===== config.mk =====
export PLATFORM = sky130hd
export DESIGN_NAME = seq_mult_ctrl
export DESIGN_NICKNAME = d
export VERILOG_FILES = /design/src/rtl/mult_pkg.sv /design/src/rtl/add16_unit.sv /design/src/rtl/seq_mult_ctrl.sv
export SDC_FILE = /design/constraint.sdc
export NUM_CORES = 1
export LEC_CHECK = 0
export CORE_MARGIN = 2
export CORE_UTILIZATION = 43
export CTS_CLUSTER_DIAMETER = 120
export DETAILED_ROUTE_END_ITERATION = 12
export GPL_ROUTABILITY_DRIVEN = 1
export MAX_ROUTING_LAYER = met4
export SKIP_LAST_GASP = 1
export SYNTH_ARGS = -nofsm -noshare
export SYNTH_HDL_FRONTEND = slang
export SYNTH_SLANG_ARGS = --single-unit

===== constraint.sdc =====
create_clock -name clk -period 9.6 [get_ports clk]
set_input_delay 1.44 -clock clk [delete_from_list [all_inputs] [get_ports clk]]
set_output_delay 1.44 -clock clk [all_outputs]
set_load 0.02 [all_outputs]

===== src/rtl/mult_pkg.sv =====
// Shared types and sizing for the sequential shift-and-add multiplier.
package mult_pkg;
    localparam int WIDTH     = 8;
    localparam int PWIDTH    = 2 * WIDTH;
    localparam int STEP_LAST = WIDTH - 1;

    typedef enum logic [1:0] {
        IDLE = 2'd0,
        RUN  = 2'd1,
        DONE = 2'd2
    } state_t;
endpackage


===== src/rtl/add16_unit.sv =====
// Combinational two's-complement add/subtract shared by the multiply sequencer.
module add16_unit
    import mult_pkg::*;
(
    input  logic [PWIDTH-1:0] a,
    input  logic [PWIDTH-1:0] b,
    input  logic              sub,
    output logic [PWIDTH-1:0] sum,
    output logic              cout
);
    logic [PWIDTH-1:0] b_eff;

    // Subtraction is a + ~b + 1; the +1 comes in as carry-in.
    assign b_eff = b ^ {PWIDTH{sub}};
    assign {cout, sum} = {1'b0, a} + {1'b0, b_eff} + {{PWIDTH{1'b0}}, sub};
endmodule


===== src/rtl/seq_mult_ctrl.sv =====
// 8x8 unsigned/signed multiplier: eight shift-and-accumulate steps through one
// shared add16_unit, with a registered start/busy/done handshake.
module seq_mult_ctrl
    import mult_pkg::*;
(
    input  logic              clk,
    input  logic              rst,
    input  logic              start,
    input  logic              signed_mode,
    input  logic [WIDTH-1:0]  a,
    input  logic [WIDTH-1:0]  b,
    output logic              busy,
    output logic              done,
    output logic [PWIDTH-1:0] product
);
    // Handshake: start is accepted when the controller is IDLE, or in the DONE
    // cycle so back-to-back operations run every 9 cycles; busy is high from the
    // edge after acceptance until the FSM returns to IDLE; done pulses for one
    // cycle exactly when product takes its new value. Starts during RUN are dropped.
    state_t state, state_next;

    logic [WIDTH-1:0]  a_reg, b_reg;
    logic              mode_reg;
    logic [PWIDTH-1:0] acc;
    logic [2:0]        count;

    logic [PWIDTH-1:0] ext, operand, sum, acc_next;
    logic              last_step, do_sub, load, add_cout_unused;

    assign ext       = mode_reg ? {{WIDTH{a_reg[WIDTH-1]}}, a_reg}
                                : {{WIDTH{1'b0}}, a_reg};
    assign operand   = ext << count;
    assign last_step = (count == 3'(STEP_LAST));
    // The multiplier's top bit carries weight -2^7 in signed mode.
    assign do_sub    = mode_reg && last_step;
    assign acc_next  = b_reg[count] ? sum : acc;

    add16_unit u_add (
        .a    (acc),
        .b    (operand),
        .sub  (do_sub),
        .sum  (sum),
        .cout (add_cout_unused)
    );

    always_comb begin
        state_next = state;
        load       = 1'b0;
        case (state)
            IDLE: begin
                if (start) begin
                    state_next = RUN;
                    load       = 1'b1;
                end
            end
            RUN: begin
                if (last_step) state_next = DONE;
            end
            DONE: begin
                if (start) begin
                    state_next = RUN;
                    load       = 1'b1;
                end else begin
                    state_next = IDLE;
                end
            end
            default: state_next = IDLE;
        endcase
    end

    always_ff @(posedge clk or posedge rst) begin
        if (rst) begin
            state    <= IDLE;
            a_reg    <= '0;
            b_reg    <= '0;
            mode_reg <= 1'b0;
            acc      <= '0;
            count    <= '0;
            product  <= '0;
            busy     <= 1'b0;
            done     <= 1'b0;
        end else begin
            state <= state_next;
            busy  <= (state_next != IDLE);
            done  <= (state == RUN) && last_step;
            if (load) begin
                a_reg    <= a;
                b_reg    <= b;
                mode_reg <= signed_mode;
                acc      <= '0;
                count    <= '0;
            end else if (state == RUN) begin
                acc   <= acc_next;
                count <= count + 3'd1;
                if (last_step) product <= acc_next;
            end
        end
    end
endmodule

# Word level (Yosys, flattened, before mapping)
# Cells that the tools add are included.
[classes] bitwise_logic=2 addsub=3 magnitude_cmp=1 n_reduce_logical=7 shift=1 muxes=14 n_eq_ne=3
[ops] operator="$mux 16" count=4
[ops] operator="$add 16x1->16" count=1
[ops] operator="$add 16x16->16" count=1
[ops] operator="$shl 16x3->16" count=1
[ops] operator="$xor 16x16->16" count=1
[ops] operator="$mux 3" count=2
[ops] operator="$pmux 2 s3" count=1
[ops] operator="$lt 3x4->1 const B" count=1
[ops] operator="$mux 1" count=4
[ops] operator="$mux 2" count=2
[ops] operator="$reduce_bool 2->1" count=2
[ops] operator="$add 3x1->3 const B" count=1
[ops] operator="$bmux 1 s3" count=1
[ops] operator="$eq 3x3->1 const B" count=1
[ops] operator="$reduce_and 3->1" count=1
[ops] operator="$eq 2x1->1 const B" count=1
[ops] operator="$eq 2x2->1 const B" count=1
[ops] operator="$logic_and 1x1->1" count=2
[ops] operator="$logic_not 2->1" count=1
[ops] operator="$reduce_or 2->1" count=1
[ops] operator="$not 1->1" count=1
[word_totals] word_cells=40 inputBits=20 ff_bits=56 output_inout_bits=18

# Logic depth before layout (Yosys ltp)
[depth] depth_word=8 depth_mapped=15 ltp_nobuf=13

# By module
# Synthesis repeated with hierarchy kept, for this count alone.
[unflattened] cells_unflattened=356 hier_area_um2=3601.0
[by_module_without_submodules] mod="seq_mult_ctrl" instances=1 seq_area_each_um2=1401.3 cells_each=233 area_per_inst_um2=2667.6
[by_module_without_submodules] mod="add16_unit" instances=1 seq_area_each_um2=0.0 cells_each=123 area_per_inst_um2=933.4

# Worst setup path before layout
# No wires, ideal clock.
[synth_path] path_kind="register to register" from="reg count[0]" to="reg product[15]" path_stages_with_launch=14 t_arrival_ps=3279 setup_slack_ps=6197 required_ps=9476 setup_ps=124 cell_sequence="dfrtp_1 ha_1 ha_1 clkbuf_1 nand2_1 buf_1 xnor2_1 ha_1 nand2_1 a311oi_1 o211ai_2 and3_1 o31a_1 o31a_1"
[synth_between] elab_chain_len=6 word_cells_on_any_way=10 cone_classes="add/sub (2); eq/ne (1); shift (1); mux (3); bitwise (1); reduce/logical (2)"
[synth_lines] element="start, declared" line_no="seq_mult_ctrl.sv:25" text="logic [2:0] count;"
[synth_lines] element="start signal, assigned" line_no="seq_mult_ctrl.sv:94" text="count <= count + 3'd1;"
[synth_lines] element="branches (longest 6 deep; another with $add 16x16->16)"
[synth_lines] element="end signal, assigned" line_no="seq_mult_ctrl.sv:95" text="if (last_step) product <= acc_next;"
[synth_lines] element="end, declared" line_no="seq_mult_ctrl.sv:14" text="output logic [PWIDTH-1:0] product"
# Parallel ways; which one is timed is not known. The select of a mux whose other input is x is not followed.
# A chain may end at the register's enable or synchronous reset.

# Worst setup path after layout
[layout_path] from="reg count[1]" to="reg product[15]"
# The elaborated chain is that of the path after synthesis.

==> reports/metrics.cfg <==
[sta]
finalSetupViolations = 0
finalHoldViolations = 0
rsz_0062_raised_after_global_routing = no
max_slew.worst_pin.slew_ns = 1.10
timing.final.max_slew_violations = 0
setup_total_neg_slack_ns = 0
finalClockSkew_ns = 0.00352
clock.fmax_mhz = 241
period_share_pct = 43.3
setup_slack_ns = 5.45
min_period_ns = 4.15
timing.max_slew.rel_slack_pct = 26.7

[synth]
synth.distinct_cells = 51
postSynthNetCount = 465
yosysWarnings = 0
muxShareOfSynthArea_pct = 7.11
synth_top_area_share_pct = 38.5
largest_family_of_logic_cells_by_synthesized_area = simple AND/OR/NAND/NOR gates
synth_enable_flop_cells = 0
synth-seq-cells = 56
ys_dominant_reg_cell = sky130_fd_sc_hd__dfrtp_1
synth-xor-area-share_pct = 6.49
post_synth_inst_count = 428
seq_total_area_yosys_pct = 38.5
synth_area_sq_um = 3640
async_flop_share_pct = 100
yosys.area.top_type = sky130_fd_sc_hd__dfrtp_1
synthTopCellsByArea = sky130_fd_sc_hd__dfrtp_1 (38%), sky130_fd_sc_hd__nand2_1 (10%), sky130_fd_sc_hd__ha_1 (5.5%)
synth-adder-area-share_pct = 6.04
avgSynthCellArea_sq_um = 8.51
synth-compound-area-share_pct = 16.6
simple_gate_area_share_of_the_yosys_netlist_pct = 20.7

[drt]
drt-initial-drc-count = 179
viasPerCell = 5.45
routed-via-count = 3022
post-route-drc-count = 0
wl_met1_um = 4260
detailedRoute.firstPassIterationCount = 4
met2WireLength_um = 4030
routed.top_layer = met4
detailed_route_wire_length_um = 8750
wl_met3_um = 324
drt-wirelength-per-cell_um = 15.8
final_antenna_net_count = 0

[cts]
ctsHoldBuffers = 0
cts.root.buffer_cell = sky130_fd_sc_hd__clkbuf_8
clkSinkCount = 56
tritoncts_clock_tree = yes
cts_setup_buffers = 0
cts_repair_resize_count = 0
clock_path_buffers = 2
htree_num_levels = 2
clock_buffers_created_by_tritoncts = 5
cts.reportedPaths.clkPinSlew_ns = 0.10
worstSkewPairLatency_ns = 0.31

[place]
placed_area_sq_um = 4050
preCtsSetupSlack_ns = 5.42
hpwl_um = 6420
globalplace.congestion = 0.939
placement.io_buffers = 37

[worst_hold_path]
timing.hold.worst.class = reg2reg
hold_depth = 2
hp-start = b_reg[5]
worst_hold_path.endpoint = b_reg[5]

[global_routing]
grt_usage_pct = 21.5
grt_first_pass_wirelength_um = 14800
grt_max_degree = 57
vias_in_the_first_global_route = 2913
initial_antenna_violation_count = 0
overflow = 0

[run]
max_cap_violations = 0

[die]
core-area_sq_um = 8220
die_x_um = 96.1
dieArea_sq_um = 9230
std_cell_rows = 33
io-pin-count = 38
die_height_um = 96.1
start_util_pct = 44.3

[critical_path]
path_class = reg2reg
crit-reg2reg-capture = product[15]
timing.rr.start = count[1]
worstPathArrival_ns = 4.36
reg2reg_slack_ns = 5.45
worst-r2r-cell-count = 13
max_stage_delay_ns = 0.83
timing.critical_path.max_delay_family = compound AO/OA/AOI/OAI gates
crit_slowest_cell = sky130_fd_sc_hd__dfrtp_1
crit_buf_inv = 0
crit_required_ns = 9.80
worst-path-max-fanout = 20
cell_by_cell_listing_of_the_critical_path = ha_1 > ha_1 > nand2_1 > mux2i_1 > nand2_1 > o221ai_1 > ha_1 > a21oi_1 > o21ai_0 > a31oi_1 > a21oi_2 > o31a_1 > o31a_1
startpoint_class_of_the_critical_path = register
crit_path_frequent_cell = sky130_fd_sc_hd__ha_1
worstSetupEndpointType = register

[cells_and_area]
syn2layout_area_growth_pct = 13.7
post_route_standard_cell_area_excluding_fillers_sq_um = 4140
antenna_cells = 0
drive_above_1_share_pct = 4.45
most-common-layout-cells = sky130_fd_sc_hd__nand2_1 (101), sky130_fd_sc_hd__dfrtp_1 (56), sky130_fd_sc_hd__clkdlybuf4s50_1 (37), sky130_fd_sc_hd__o21ai_0 (35), sky130_fd_sc_hd__a21oi_1 (30)
fillCellCount = 792
finalNetCount = 486
largestRegisters = acc x16, product x16
commonest_non_fill_non_tap_cell_in_the_layout = sky130_fd_sc_hd__nand2_1

[outcome]
run_status = finished, final reports clean

[power]
vdd_ir_drop_max_uv = 131
power_leakage_nw = 1.82
power_density_nw_per_um2 = 406
p_total_mw = 1.68

## stage by stage
| step | util, % | hold slack, ns | cells |
|---|---|---|---|
| 6_report | 50.4 | 0.476 | 554 |
| 5_1_grt | 50.4 | 0.515 | 554 |
| 4_1_cts | 50.4 | 0.484 | 554 |
| 3_5_place_dp | 49.3 | 0.459 | 547 |
| 3_3_place_gp | 49.3 | 0.453 | 547 |
| 2_1_floorplan | - | 0.437 | 428 |
## power by group
part           switching (mW)  internal [mW]  leakage (nW)
clock                  0.0764         0.0645        0.0503
sequential              0.114          0.337         0.707
combinational           0.646          0.446          1.07
total                   0.836          0.848          1.82
## worst max path at each step
| stage | from | to | slack [ns] | cells past startpoint |
|---|---|---|---|---|
| after floorplan | count[0] | product[15] | 6.20 | 13 |
| after global placement | count[1] | product[15] | 5.50 | 11 |
| after detailed placement | count[1] | product[15] | 5.42 | 13 |
| after CTS | count[1] | product[15] | 5.39 | 13 |
| after global routing | count[1] | product[15] | 5.03 | 13 |
| final | count[1] | product[15] | 5.45 | 13 |
## cell usage after synthesis (3+ instances only)
library cell                 n
sky130_fd_sc_hd__a21oi_1    30
sky130_fd_sc_hd__a22o_1      6
sky130_fd_sc_hd__a31oi_1     6
sky130_fd_sc_hd__and2_1      3
sky130_fd_sc_hd__and3_1      7
sky130_fd_sc_hd__buf_1       3
sky130_fd_sc_hd__buf_2       3
sky130_fd_sc_hd__clkbuf_1   17
sky130_fd_sc_hd__dfrtp_1    56
sky130_fd_sc_hd__ha_1       16
sky130_fd_sc_hd__inv_1      11
sky130_fd_sc_hd__mux2_2      3
sky130_fd_sc_hd__mux2i_1    15
sky130_fd_sc_hd__nand2_1   101
sky130_fd_sc_hd__nand2b_1    4
sky130_fd_sc_hd__nand3_1    10
sky130_fd_sc_hd__nand4_1     5
sky130_fd_sc_hd__nor2_1     22
sky130_fd_sc_hd__nor2b_1     4
sky130_fd_sc_hd__nor3_1      8
sky130_fd_sc_hd__o21ai_0    35
sky130_fd_sc_hd__xnor2_1    18
sky130_fd_sc_hd__xor2_1      9
## worst register-to-register path, stage by stage (launching register included)
cell and delay, ns:
sky130_fd_sc_hd__dfrtp_1 0.83, sky130_fd_sc_hd__ha_1 0.27, sky130_fd_sc_hd__ha_1 0.28, sky130_fd_sc_hd__nand2_1 0.45, sky130_fd_sc_hd__mux2i_1 0.28, sky130_fd_sc_hd__nand2_1 0.08, sky130_fd_sc_hd__o221ai_1 0.13, sky130_fd_sc_hd__ha_1 0.37
sky130_fd_sc_hd__a21oi_1 0.25, sky130_fd_sc_hd__o21ai_0 0.19, sky130_fd_sc_hd__a31oi_1 0.27, sky130_fd_sc_hd__a21oi_2 0.10, sky130_fd_sc_hd__o31a_1 0.28, sky130_fd_sc_hd__o31a_1 0.27
## routing by layer
| metal | up-vias | track usage, % |
|---|---|---|
| met5 | - | - |
| met4 | 0 | 7.62 |
| met3 | 8 | 2.58 |
| met2 | 75 | 33.2 |
| met1 | 1413 | 29.1 |
| li1 | 1526 | - |
## cell type report
cell class                      count  area, sq um  area share [%]
Clock buffer                        7         96.3            2.32
Inverter                           12         45.0            1.09
Multi-Input combinational cell    334         2080            50.1
Sequential cell                    56         1400            33.8
Tap cell                          105          131            3.17
Timing Repair Buffer               40          393            9.48
## kinds of logic (layout without fill, tap and decap cells)
logic type,count (synthesis),in the layout
muxes,21,21
AOI/OAI and AO/OA,99,99
xor gates and xnor gates,27,27
buffers and inverters,38,59
DFF,56,56
adders and majority gates,17,17
and+or+nand+nor,170,170
Power figures use the tool's default switching activity.
